`src/rtl/frame_sequencer.sv`:
```
// Frame sequencer: per frame tick, erase the object, move it one bounce step, redraw it.
// Optional build macro FRAME_SEQ_PAUSE_EN adds a pause input that holds off new frames in IDLE.
module frame_sequencer #(
  parameter logic [7:0] X_MAX  = 8'd159,
  parameter logic [6:0] Y_MAX  = 7'd119,
  parameter int         STEP   = 1,
  parameter logic [2:0] COLOUR = 3'b111
) (
  input  logic       clock,
  input  logic       resetn,
  input  logic       tick,
  input  logic       plot_ack,
`ifdef FRAME_SEQ_PAUSE_EN
  input  logic       pause,
`endif
  output logic       plot_req,
  output logic [7:0] x,
  output logic [6:0] y,
  output logic [2:0] colour,
  output logic [7:0] frame_count,
  output logic [3:0] missed_ticks
);

  typedef enum logic [1:0] {IDLE, ERASE, MOVE, DRAW} state_t;

  localparam logic [8:0] STEP9 = 9'(STEP);
  localparam logic [7:0] STEP8 = 8'(STEP);
  localparam logic [6:0] STEP7 = 7'(STEP);

  state_t     state_reg, state_next;
  logic [7:0] x_reg, x_next;
  logic [6:0] y_reg, y_next;
  logic       x_right_reg, x_right_next;
  logic       y_down_reg, y_down_next;
  logic [7:0] frame_count_reg;
  logic [3:0] missed_reg;
  logic [8:0] x_sum, y_sum;
  logic       start_frame;

`ifdef FRAME_SEQ_PAUSE_EN
  assign start_frame = tick && !pause;
`else
  assign start_frame = tick;
`endif

  always_ff @(posedge clock) begin
    if (!resetn) begin
      state_reg <= IDLE;
    end else begin
      state_reg <= state_next;
    end
  end

  always_comb begin
    state_next = state_reg;
    case (state_reg)
      IDLE:    if (start_frame) state_next = ERASE;
      ERASE:   if (plot_ack)    state_next = MOVE;
      MOVE:                     state_next = DRAW;
      DRAW:    if (plot_ack)    state_next = IDLE;
      default:                  state_next = IDLE;
    endcase
  end

  always_comb begin
    plot_req = 1'b0;
    colour   = 3'b000;
    case (state_reg)
      ERASE:   plot_req = 1'b1;
      DRAW: begin
        plot_req = 1'b1;
        colour   = COLOUR;
      end
      default: ;
    endcase
  end

  // Widened sums so a step past the edge near 255 cannot wrap before the bound test.
  assign x_sum = {1'b0, x_reg} + STEP9;
  assign y_sum = {2'b00, y_reg} + STEP9;

  always_comb begin
    x_next       = x_reg;
    y_next       = y_reg;
    x_right_next = x_right_reg;
    y_down_next  = y_down_reg;
    if (state_reg == MOVE) begin
      if (x_right_reg) begin
        if (x_sum > {1'b0, X_MAX}) begin
          x_next       = X_MAX;
          x_right_next = 1'b0;
        end else begin
          x_next = x_sum[7:0];
        end
      end else if ({1'b0, x_reg} < STEP9) begin
        x_next       = 8'd0;
        x_right_next = 1'b1;
      end else begin
        x_next = x_reg - STEP8;
      end

      if (y_down_reg) begin
        if (y_sum > {2'b00, Y_MAX}) begin
          y_next      = Y_MAX;
          y_down_next = 1'b0;
        end else begin
          y_next = y_sum[6:0];
        end
      end else if ({2'b00, y_reg} < STEP9) begin
        y_next      = 7'd0;
        y_down_next = 1'b1;
      end else begin
        y_next = y_reg - STEP7;
      end
    end
  end

  always_ff @(posedge clock) begin
    if (!resetn) begin
      x_reg           <= 8'd0;
      y_reg           <= 7'd0;
      x_right_reg     <= 1'b1;
      y_down_reg      <= 1'b1;
      frame_count_reg <= 8'd0;
      missed_reg      <= 4'd0;
    end else begin
      x_reg       <= x_next;
      y_reg       <= y_next;
      x_right_reg <= x_right_next;
      y_down_reg  <= y_down_next;
      if (state_reg == DRAW && plot_ack) begin
        frame_count_reg <= frame_count_reg + 8'd1;
      end
      // Ticks are never queued; any tick seen outside IDLE is lost and counted.
      if (tick && state_reg != IDLE && missed_reg != 4'd15) begin
        missed_reg <= missed_reg + 4'd1;
      end
    end
  end

  assign x            = x_reg;
  assign y            = y_reg;
  assign frame_count  = frame_count_reg;
  assign missed_ticks = missed_reg;

endmodule

```
`config.mk`:
```
export PLATFORM = sky130hd
export DESIGN_NAME = frame_sequencer
export DESIGN_NICKNAME = d
export VERILOG_FILES = /design/src/rtl/frame_sequencer.sv
export SDC_FILE = /design/constraint.sdc
export NUM_CORES = 1
export LEC_CHECK = 0
export ABC_AREA = 1
export CAP_MARGIN = 10
export CORE_MARGIN = 2
export CORE_UTILIZATION = 45
export DETAILED_ROUTE_END_ITERATION = 10
export GPL_ROUTABILITY_DRIVEN = 0
export PLACE_DENSITY = 0.69
export SLEW_MARGIN = 5
export SYNTH_ARGS = -nofsm -noshare
export SYNTH_HDL_FRONTEND = slang
export SYNTH_SLANG_ARGS = --single-unit
```
`constraint.sdc`:
```
create_clock -name clock -period 3.7 [get_ports clock]
set_clock_uncertainty 0.05 [all_clocks]
set_input_delay 0.74 -clock clock [delete_from_list [all_inputs] [get_ports clock]]
set_output_delay 0.74 -clock clock [all_outputs]
set_load 0.005 [all_outputs]
```
Yosys cells after proc, flatten, opt, wreduce, memory -nomap -nowiden
Index checks and enable logic that the tools add are counted.
{ "word_totals": {"output_inout_bits": 31, "elab_cells": 49, "register_bits": 31} }
{ "classes": {"n_reduce_logical": 7, "n_lt_le_gt_ge": 4, "n_mux": 18, "add_sub_neg": 6, "n_eq_ne": 7} }
{ "op_table": {"columns": ["op", "n"], "rows": [
  ["$mux 8", 3],
  ["$mux 7", 3],
  ["$add 8x1->9 const B", 1],
  ["$gt 9x8->1 const B", 1],
  ["$add 7x1->8 const B", 1],
  ["$add 8x1->8 const B", 1],
  ["$gt 8x7->1 const B", 1],
  ["$lt 8x1->1 const B", 1],
  ["$pmux 2 s4", 1],
  ["$sub 8x1->8 const B", 1],
  ["$lt 7x1->1 const B", 1],
  ["$mux 1", 7],
  ["$sub 7x1->7 const B", 1],
  ["$mux 2", 3],
  ["$ne 2x2->1 const B", 3],
  ["$add 4x1->4 const B", 1],
  ["$eq 2x2->1 const B", 2],
  ["$ne 4x4->1 const B", 1],
  ["$logic_and 1x1->1", 3],
  ["$mux 3", 1],
  ["$reduce_and 3->1", 1],
  ["$eq 2x1->1 const B", 1],
  ["$logic_not 2->1", 1],
  ["$reduce_bool 2->1", 1],
  ["$reduce_or 2->1", 1]
]} }

Longest topological paths before layout
{ "depth": {"word_depth": 4, "mapped_depth": 11} }

Least setup slack after synthesis
Ideal clock, no wire load.
{ "synth_path": {"path_type": "input-to-reg", "startpoint": "input plot_ack", "endpoint": "register frame_count_reg[7] (netlist: frame_count[7])", "required_time_ns": 3.534, "setup_time_ns": 0.116, "t_arrival_ns": 1.555, "setup_slack_ns": 1.978, "path_stages": 9, "path_buffers": 0, "path_cell_list": "nand2_1 -> inv_2 -> nand2_1 -> nor2_1 -> nand2_1 -> nor3_1 -> nand2_1 -> o21ai_1 -> a21oi_1"} }
{ "synth_via": {"elab_chain_cells": 1} }
{ "synth_lines": {"columns": ["item", "line", "source"], "rows": [
  ["start, declared", "12", "input logic plot_ack,"],
  ["$logic_and 1x1->1", "131", "if (state_reg == DRAW && plot_ack) begin"],
  ["end signal, assigned", "132", "frame_count_reg <= frame_count_reg + 8'd1;"],
  ["end, declared", "35", "logic [7:0] frame_count_reg;"]
]} }
Every way passes these cells.
A chain may end at the register's enable or synchronous reset.

Worst setup path in the final report
{ "layout_path": {"startpoint": "register state_reg[0]", "endpoint": "output plot_req"} }
{ "layout_via": {"elab_chain_cells": 3, "word_cells_on_any_way": 4, "cone_classes": "eq/ne (2); mux (1); reduce/logical (1)"} }
{ "layout_lines": {"columns": ["item", "line", "source"], "rows": [
  ["start, declared", "30", "state_t state_reg, state_next;"],
  ["start signal, assigned", "50", "state_reg <= state_next;"],
  ["$eq 2x2->1 or $eq 2x1->1 (tied branches)", "68", "case (state_reg)"],
  ["$reduce_or 2->1 (no source line) *", null, null],
  ["$mux 1 *", "68", null],
  ["end, declared", "16", "output logic plot_req,"]
]} }
Mark *: on every way between the ends. The rest lies on a longest branch, timed or not.

==> metrics.md <==
| Metric | Value |
|---|---|
| I/O Buffers | `34` |
| Unique cell type count in the Yosys netlist | `32` |
| Post-synth EDFFs | `0` |
| Dpl cells | `398` |
| Post-DP HPWL | `3480 um` |
| # diodes | `0` |
| Pwr/cell area | `695 nW/um2` |
| Setup TNS | `0 ps` |
| Worst setup EP type | `output pin` |
| Htree depth | `2` |
| Worst Hold Slack | `421 ps` |
| Fin crit share | `0.633` |
| # nets final | `368` |
| Die extent in x | `72.1 um` |
| Clk_lat worst skew | `290 ps` |
| R2R depth | `7` |
| Ys Warns | `0` |
| Layout cell share with drive strength beyond 1 | `0.0819` |
| Total GRT Usage | `0.210` |
| Final setup violation count | `0` |
| Initial cell density of the core | `0.473` |
| Slew headroom | `0.469` |
| CP Class | `flip-flop to output pin` |
| Reg2reg start | `state_reg[0]` |
| Max Clock Freq | `427 MHz` |
| Register Area | `621 um2` |
| First-pass GRT wire length | `8580 um` |
| CTS tree | `built` |
| Dominant cells by area after synthesis | `dfxtp_1 30%, nand2_1 14%, ha_1 6.6%, nor2_1 6.5%, inv_1 6.1%` |
| RSZ-0062 raised after global routing | `no` |
| Flop2flop setup slack | `1520 ps` |
| Synthesized flop and latch total | `31` |
| Sequential element share of the synthesized area | `0.298` |
| P&R area growth vs syn | `22.2%` |
| Syn Area/Cell | `6.50 um2` |
| Drt pass-1 iters | `4` |
| CP Launch Type | `flip-flop` |
| Worst-path clk slew | `70 ps` |
| Cts repair resizes | `0` |
| Worst Path Max Fanout | `5` |
| Top-count cell post-synth | `nand2_1` |
| Total wire length | `4880 um` |
| Fillers | `423` |
| Top cell type's share of synthesized area | `0.298` |
| Crit path DAT | `1550 ps` |
| Status | `finished clean` |
| Chip height | `72.1 um` |
| TritonCTS Buffers | `5` |
| Hold Path End | `frame_count[7]` |
| Number of remaining DRC errors | `0` |
| Full die area | `5200 um2` |
| Routed wire per std cell | `12.0 um` |
| Row cnt | `24` |
| Total number of vias | `2073` |
| Core area | `4410 um2` |
| Async S/R FF share, synth | `0` |
| Via density | `5.11` |
| Fin crit period | `2340 ps` |
| Hold_buf cts | `0` |
| Synth Instances | `321` |
| Synth area leader | `dfxtp_1` |
| Largest net degree at the start of global routing | `25` |
| FF-to-FF End | `x[3]` |
| Top cells by count, synth | `79 x nand2_1, 36 x nor2_1, 34 x inv_1, 31 x dfxtp_1, 24 x nand3_1` |
| Overflow after GRT | `0` |
| Req. time, crit path | `2910 ps` |
| VDD IR max | `0.000273 V` |
| Actual slew at the worst max-slew pin | `797 ps` |
| I/O pins | `35` |
| Cell Area, Synth | `2090 um2` |
| Slew Viols, Final | `0` |
| Final count of hold timing violations | `0` |
| Longest Clk Path Bufs | `2` |
| Leak | `1.10 nW` |
| Hold Crit Class | `flip-flop to flip-flop` |
| Initial antenna violation count | `0` |
| MaxCap Viol Count | `0` |
| Hold Crit Start | `frame_count[7]` |
| Mapped Nets | `336` |
| Vias in the first global route | `1855` |
| Clock tree sinks | `31` |
| Ys flop type | `dfxtp_1` |
| Hold Path Depth | `2` |
| CTS root buf | `clkbuf_8` |
| Initial DRC Count | `190` |
| Multi-input gate area | `1260 um2` |
| Post-route insts no fill | `406` |
| Post-route ant nets | `0` |
| Setup bufs post-CTS | `0` |
-- kinds of logic (layout without fill, tap and decap cells) --
group                      Yosys count  in the layout  share of synthesized area
AOI/OAI and AO/OA                   56             56                      0.149
buffers and inverters               50             83                     0.0978
adders and majority gates           11             11                     0.0660
DFF                                 31             31                      0.298
and+or+nand+nor                    164            164                      0.352
xor gates and xnor gates             9              9                     0.0378
-- where the power goes --
part / total (mW) / switching (mW) / internal, mW
combinational: 0.911 / 0.511 / 0.399
clock: 0.306 / 0.137 / 0.169
sequential: 0.556 / 0.142 / 0.414
total: 1.77 / 0.790 / 0.982
-- placed cells by master, fill, tap and decap left out --
master	instances
nand2_1	79
nand3b_1	2
o21ai_2	1
a31oi_1	7
nand4_2	1
nor3_1	4
xnor2_1	1
and3_1	1
clkbuf_8	7
nand4_1	5
nand3_2	4
nor3b_1	2
o21ai_0	23
inv_2	5
inv_1	34
clkinvlp_4	1
nor2_1	36
o31ai_1	1
o21bai_1	1
nand2_2	3
a21oi_2	3
buf_4	1
nand3_1	24
ha_1	11
nor3_2	1
clkinv_1	1
a21oi_1	17
nor2_2	2
o21ai_1	2
clkdlybuf4s50_1	34
dfxtp_1	31
a22oi_1	1
xor2_1	8
-- stage by stage --
stage | area, um2 | total power [mW] | setup slack (ps) | util
final | 2550 | 1.77 | 1360 | 0.577
after CTS | 2550 | 1.78 | 1350 | 0.577
after detailed placement | 2440 | 1.47 | 1360 | 0.554
after global routing | 2550 | 1.95 | 1240 | 0.577
after floorplan | 2090 | 1.18 | 1980 | -
after global placement | 2440 | 1.46 | 1410 | 0.554
-- metal layers --
metal,track usage,wire (um),vias to the layer above
met5,0,0,-
met3,0.0569,244,2
met4,0.0566,25,0
met1,0.299,2490,914
li1,-,-,1105
met2,0.315,2120,52
-- layout make-up --
cell class	count	share of cell area
Multi-Input combinational cell	240	0.495
Sequential cell	31	0.243
Timing Repair Buffer	35	0.136
Clock buffer	7	0.0378
Tap cell	52	0.0255
Inverter	40	0.0589
Clock inverter	1	0.00295
-- worst max-delay path by stage --
stage	from	end	slack, ps
after floorplan	plot_ack	frame_count[7]	1980
after global placement	plot_ack	frame_count[7]	1410
after CTS	state_reg[0]	plot_req	1350
after global routing	state_reg[0]	x[0]	1240
final	state_reg[0]	plot_req	1360
after detailed placement	plot_ack	frame_count[7]	1360
-- worst max-delay path: stages (launching register included) --
cell             delay [ps]
dfxtp_1                 380
ha_1                    250
inv_1                    70
nand2_1                  60
clkdlybuf4s50_1         490
No activity file was read; power rests on OpenSTA's default activity.
==> RTL edit 1: new RTL, config.mk and constraints unchanged <==
The option `FRAME_SEQ_PAUSE_EN` is turned on by a define.
--- a/src/rtl/frame_sequencer.sv
+++ b/src/rtl/frame_sequencer.sv
@@ -1,5 +1,7 @@
 // Frame sequencer: per frame tick, erase the object, move it one bounce step, redraw it.
 // Optional build macro FRAME_SEQ_PAUSE_EN adds a pause input that holds off new frames in IDLE.
+`define FRAME_SEQ_PAUSE_EN
+
 module frame_sequencer #(
   parameter logic [7:0] X_MAX  = 8'd159,
   parameter logic [6:0] Y_MAX  = 7'd119,
Interface: changed (added pause); port bits go from 35 to 36. No check against the original RTL was run, so the function may have changed too.
==> RTL edit 1 against the original RTL <==
  * Wire length shrank 0.74%
  * Non-clock buffer count is the same
  * Synthesized cell count is the same
  * Register-to-register slack gained 0.03 ns
  * Synthesized area grew 1.1%
  * Global-route usage shrank 0.59 points
  * Cell area grew 1.5%
  * Sequential cell count is the same
  * Die area grew 1.0%
  * Power grew 6.0%
  * Worst setup slack gained 0.0042 ns
  * Clock power grew 16%
  * Largest cell class unchanged
  * Largest power group unchanged
  * Highest routed layer unchanged
==> RTL edit 1: results (changes against the original RTL) <==
DP HPWL=3450 um (-0.74%); fraction of registers with async set/reset=0 (unchanged); synth warn=0 (unchanged); XOR/XNOR Fraction of Synth Area=0.0415 (+0.00375); Seq/Total Area, Yosys=0.294 (-0.00318); antenna violations before repair=0 (unchanged); ranking of synthesized cells by area=dfxtp_1 (29%), nand2_1 (12%), inv_1 (7.3%); diode count=0 (unchanged); largest net degree at the start of global routing=22 (-12%); H-tree levels=2 (unchanged); number of global-route vias before repair=1932 (+4.2%); FILL cells=437 (+3.3%); worst-skew pair later-pin latency=0.29 ns (about the same); clock tree root driver cell=clkbuf_8; Synth Area in Adders=0.0653 (-0.000705); mux cell area share after synthesis=0 (unchanged); CTS buffer count=5 (unchanged); cells on worst reg2reg path=6 (-1); share of layout cells above drive strength 1=0.0793 (-0.00260); Reg clk slew, reported paths=0.07 ns (about the same); Post-Syn Nets=337 (+0.30%); placed cell areas=0.00247 mm^2 (+0.97%); Clock Path Buffers=2 (unchanged); power per cell area=727 mW/mm^2 (+4.5%); synth unique cells=31 (-3.1%); Post-synth top flop=dfxtp_1; wire length per cell=12.0 um (-0.49%); Leakage Power=1.08 nW (-1.9%); crit path DAT=1.55 ns (about the same); peak supply drop=0.000402 V (+47%); routed vias=2086 (+0.63%); first-pass GRT wire length=8470 um (-1.2%); CP Max Fanout=5 (unchanged); total track usage=0.205 (-0.00585); cell depth of the worst hold path=2 (unchanged); Setup Buffers After CTS=0 (unchanged); drt pass-1 iters=4 (unchanged); final net count=368 (unchanged); top-area cell type share of the netlist area=0.294 (-0.00318); port buffer count=35 (+2.9%); Hold/Removal Path Class=reg2reg; status=finished clean; Synth Area in Compound Gates=0.154 (+0.00493); commonest cells in the netlist=nand2_1 (68), inv_1 (41), nor2_1 (35); First DRT Iteration DRCs=182 (-4.2%); max-slew headroom at the worst pin=0.521 (+0.0520); post_cts resized=0 (unchanged)
## RTL edit 1: per-layer routing
layer,up-vias,wire length (um),GRT usage
met1,925,2380,0.275
met4,0,74,0.0679
met2,52,2060,0.316
met5,-,0,0
li1,1102,-,-
met3,7,329,0.0583
## RTL edit 1: kinds of logic after synthesis
| group | Yosys count |
|---|---|
| compound gates | 58 |
| xor+xnor | 10 |
| fa+ha+maj | 11 |
| buf+inv | 55 |
| flops | 31 |
| simple gates | 156 |
## RTL edit 1: worst paths after layout
path                   from             end  slack (ns)
max            state_reg[0]        plot_req        1.36
min reg2reg  frame_count[7]  frame_count[7]        0.42
max reg2reg    state_reg[0]            y[0]        1.55
min          frame_count[7]  frame_count[7]        0.42
## RTL edit 1: power breakdown
| part | internal (W) | leakage, nW | total [W] | switching, W |
|---|---|---|---|---|
| clock | 0.000218 | 0.0612 | 0.000356 | 0.000139 |
| combinational | 0.000421 | 0.764 | 0.000956 | 0.000534 |
| sequential | 0.000418 | 0.252 | 0.000567 | 0.000149 |
| total | 0.00106 | 1.08 | 0.00188 | 0.000822 |
## RTL edit 1: through the flow
stage                     setup slack, ns  power [W]  std cells
after floorplan                      1.92    0.00122        321
after global placement               1.29    0.00151        397
after detailed placement             1.24    0.00152        397
after CTS                            1.35    0.00188        405
after global routing                 1.22    0.00205        405
final                                1.36    0.00188        405
## RTL edit 1: worst max-delay path: stages, from the launching register on
cell	delay, ns
dfxtp_1	0.38
ha_1	0.25
inv_1	0.07
nand2_1	0.06
clkdlybuf4s50_1	0.49
## RTL edit 1: cell type report
type                       instances  share of cell area
clock inverter                     2              0.0135
sequential                        31               0.240
timing repair buffer              35               0.135
inverter                          44              0.0639
tap                               52              0.0252
clock buffer                       6              0.0319
multi-input combinational        235               0.490
==> RTL edit 2: new RTL, same flow settings <==
Made on the original files. Take the reset off `x_reg` and load it in a clocked block of its own.
--- a/src/rtl/frame_sequencer.sv
+++ b/src/rtl/frame_sequencer.sv
@@ -117,14 +117,12 @@
 
   always_ff @(posedge clock) begin
     if (!resetn) begin
-      x_reg           <= 8'd0;
       y_reg           <= 7'd0;
       x_right_reg     <= 1'b1;
       y_down_reg      <= 1'b1;
       frame_count_reg <= 8'd0;
       missed_reg      <= 4'd0;
     end else begin
-      x_reg       <= x_next;
       y_reg       <= y_next;
       x_right_reg <= x_right_next;
       y_down_reg  <= y_down_next;
@@ -138,6 +136,10 @@
     end
   end
 
+  always_ff @(posedge clock) begin
+    x_reg <= x_next;
+  end
+
   assign x            = x_reg;
   assign y            = y_reg;
   assign frame_count  = frame_count_reg;
Function: differs if resetn is asserted again (counterexample within 4 cycles, from zero or initial values and one cycle with resetn low); with resetn held inactive, the same outputs for 10 cycles.
==> RTL edit 2 against the original RTL <==
  * Sequential cell count stayed put
  * Synthesized cell count is 4.7% lower
  * Critical path depth stayed put
  * Power down 1.2%
  * Cell area increased by 0.34%
  * Critical path type unchanged
  * Worst setup slack worse by 0.011 ns
  * Fmax fell by 0.46%
  * Synthesized area grew 1.6%
  * Wire length down 4.1%
  * Die area is 1.5% higher
  * Combinational power is 4.8% lower
  * Clock power is 16% lower
  * Largest cell class unchanged
  * Global-route usage decreased by 1.7 points
==> RTL edit 2: results (changes against the original RTL) <==
global-route met1 utilization=0.273 (-0.0256); Clk pwr share=0.147 (-0.026); cells on worst reg2reg path=8 (+1); max-slew headroom at the worst pin=0.647 (+0.178); Seq/Total Area, Yosys=0.331 (+0.0330); Post-Syn Instances=306 (-4.7%); number of global-route vias before repair=1832 (-1.2%); DP HPWL=3460 um (-0.62%); routed vias=2028 (-2.2%); commonest cells in the netlist=nand2_1 (72), nand3_1 (30), nor2_1 (29); r2r setup slk=1.55 ns (+0.03 ns); Post-Syn Nets=321 (-4.5%); met2 wire length=2060 um (-2.9%); Metal-1 WL=2300 um (-7.6%); worst slack, placed=1.36 ns (-0.00388 ns); final net count=354 (-3.8%); CTS buffer count=5 (unchanged); WHS Endpoint=frame_count[6]; first-pass GRT wire length=8110 um (-5.4%); reg2reg end=x[1]; Hold Crit Start=frame_count[6]; Reg clk slew, reported paths=0.06 ns; placed cell areas=0.00248 mm^2 (+1.3%); routed wl met3=260 um (+6.6%); ranking of synthesized cells by area=dfxtp_1 (22%), nand2_1 (13%), edfxtp_1 (11%); combinational power=0.000867 W (-4.8%); peak supply drop=0.000323 V (+18%); total track usage=0.194 (-0.0166); Sw Ratio=0.433 (-0.0129); reg2reg start=x[0]; top sig layer=met4; Leakage Power=1.09 nW (-1.0%); min cycle time layout=2.35 ns (+0.0109 ns); status=finished clean; share of layout cells above drive strength 1=0.0941 (+0.0122); switching power total=0.000758 W (-4.1%); GR Layer Usage met3=0.0401 (-0.0169); clock tree root driver cell=clkbuf_8; placed cells=384 (-3.5%); largest net degree at the start of global routing=19 (-24%); EDFF count, synth=8 (+8); met2 Use GR=0.296 (-0.0190); First DRT Iteration DRCs=198 (+4.2%); Hold Slack=0.436 ns (+0.0151 ns); wire length per cell=11.9 um (-0.65%); Vias/cell=5.17 (+1.3%)
RTL edit 2: changes by cell type after synthesis, sizes merged, moves of 4 or more:
cell	before	now
edfxtp	0	8
o21ai	26	17
nor2	38	34
nand3	28	33
a31oi	7	2
dfxtp	31	23
RTL edit 2: cells by family (layout without fill, tap and decap cells):
group,after synthesis,after routing,share of synthesized area
xor gates and xnor gates,10,10,0.0413
AOI/OAI and AO/OA,41,41,0.104
adders and majority gates,11,11,0.0649
and+or+nand+nor,166,166,0.366
DFF,31,31,0.331
buffers and inverters,47,81,0.0933
RTL edit 2: layout make-up:
| class | count | area, um^2 |
|---|---|---|
| Multi-Input combinational cell | 228 | 1220 |
| Tap cell | 52 | 65.1 |
| Clock buffer | 8 | 80.1 |
| Inverter | 38 | 143 |
| Timing Repair Buffer | 35 | 348 |
| Fill cell | 433 | 1890 |
| Sequential cell | 31 | 701 |
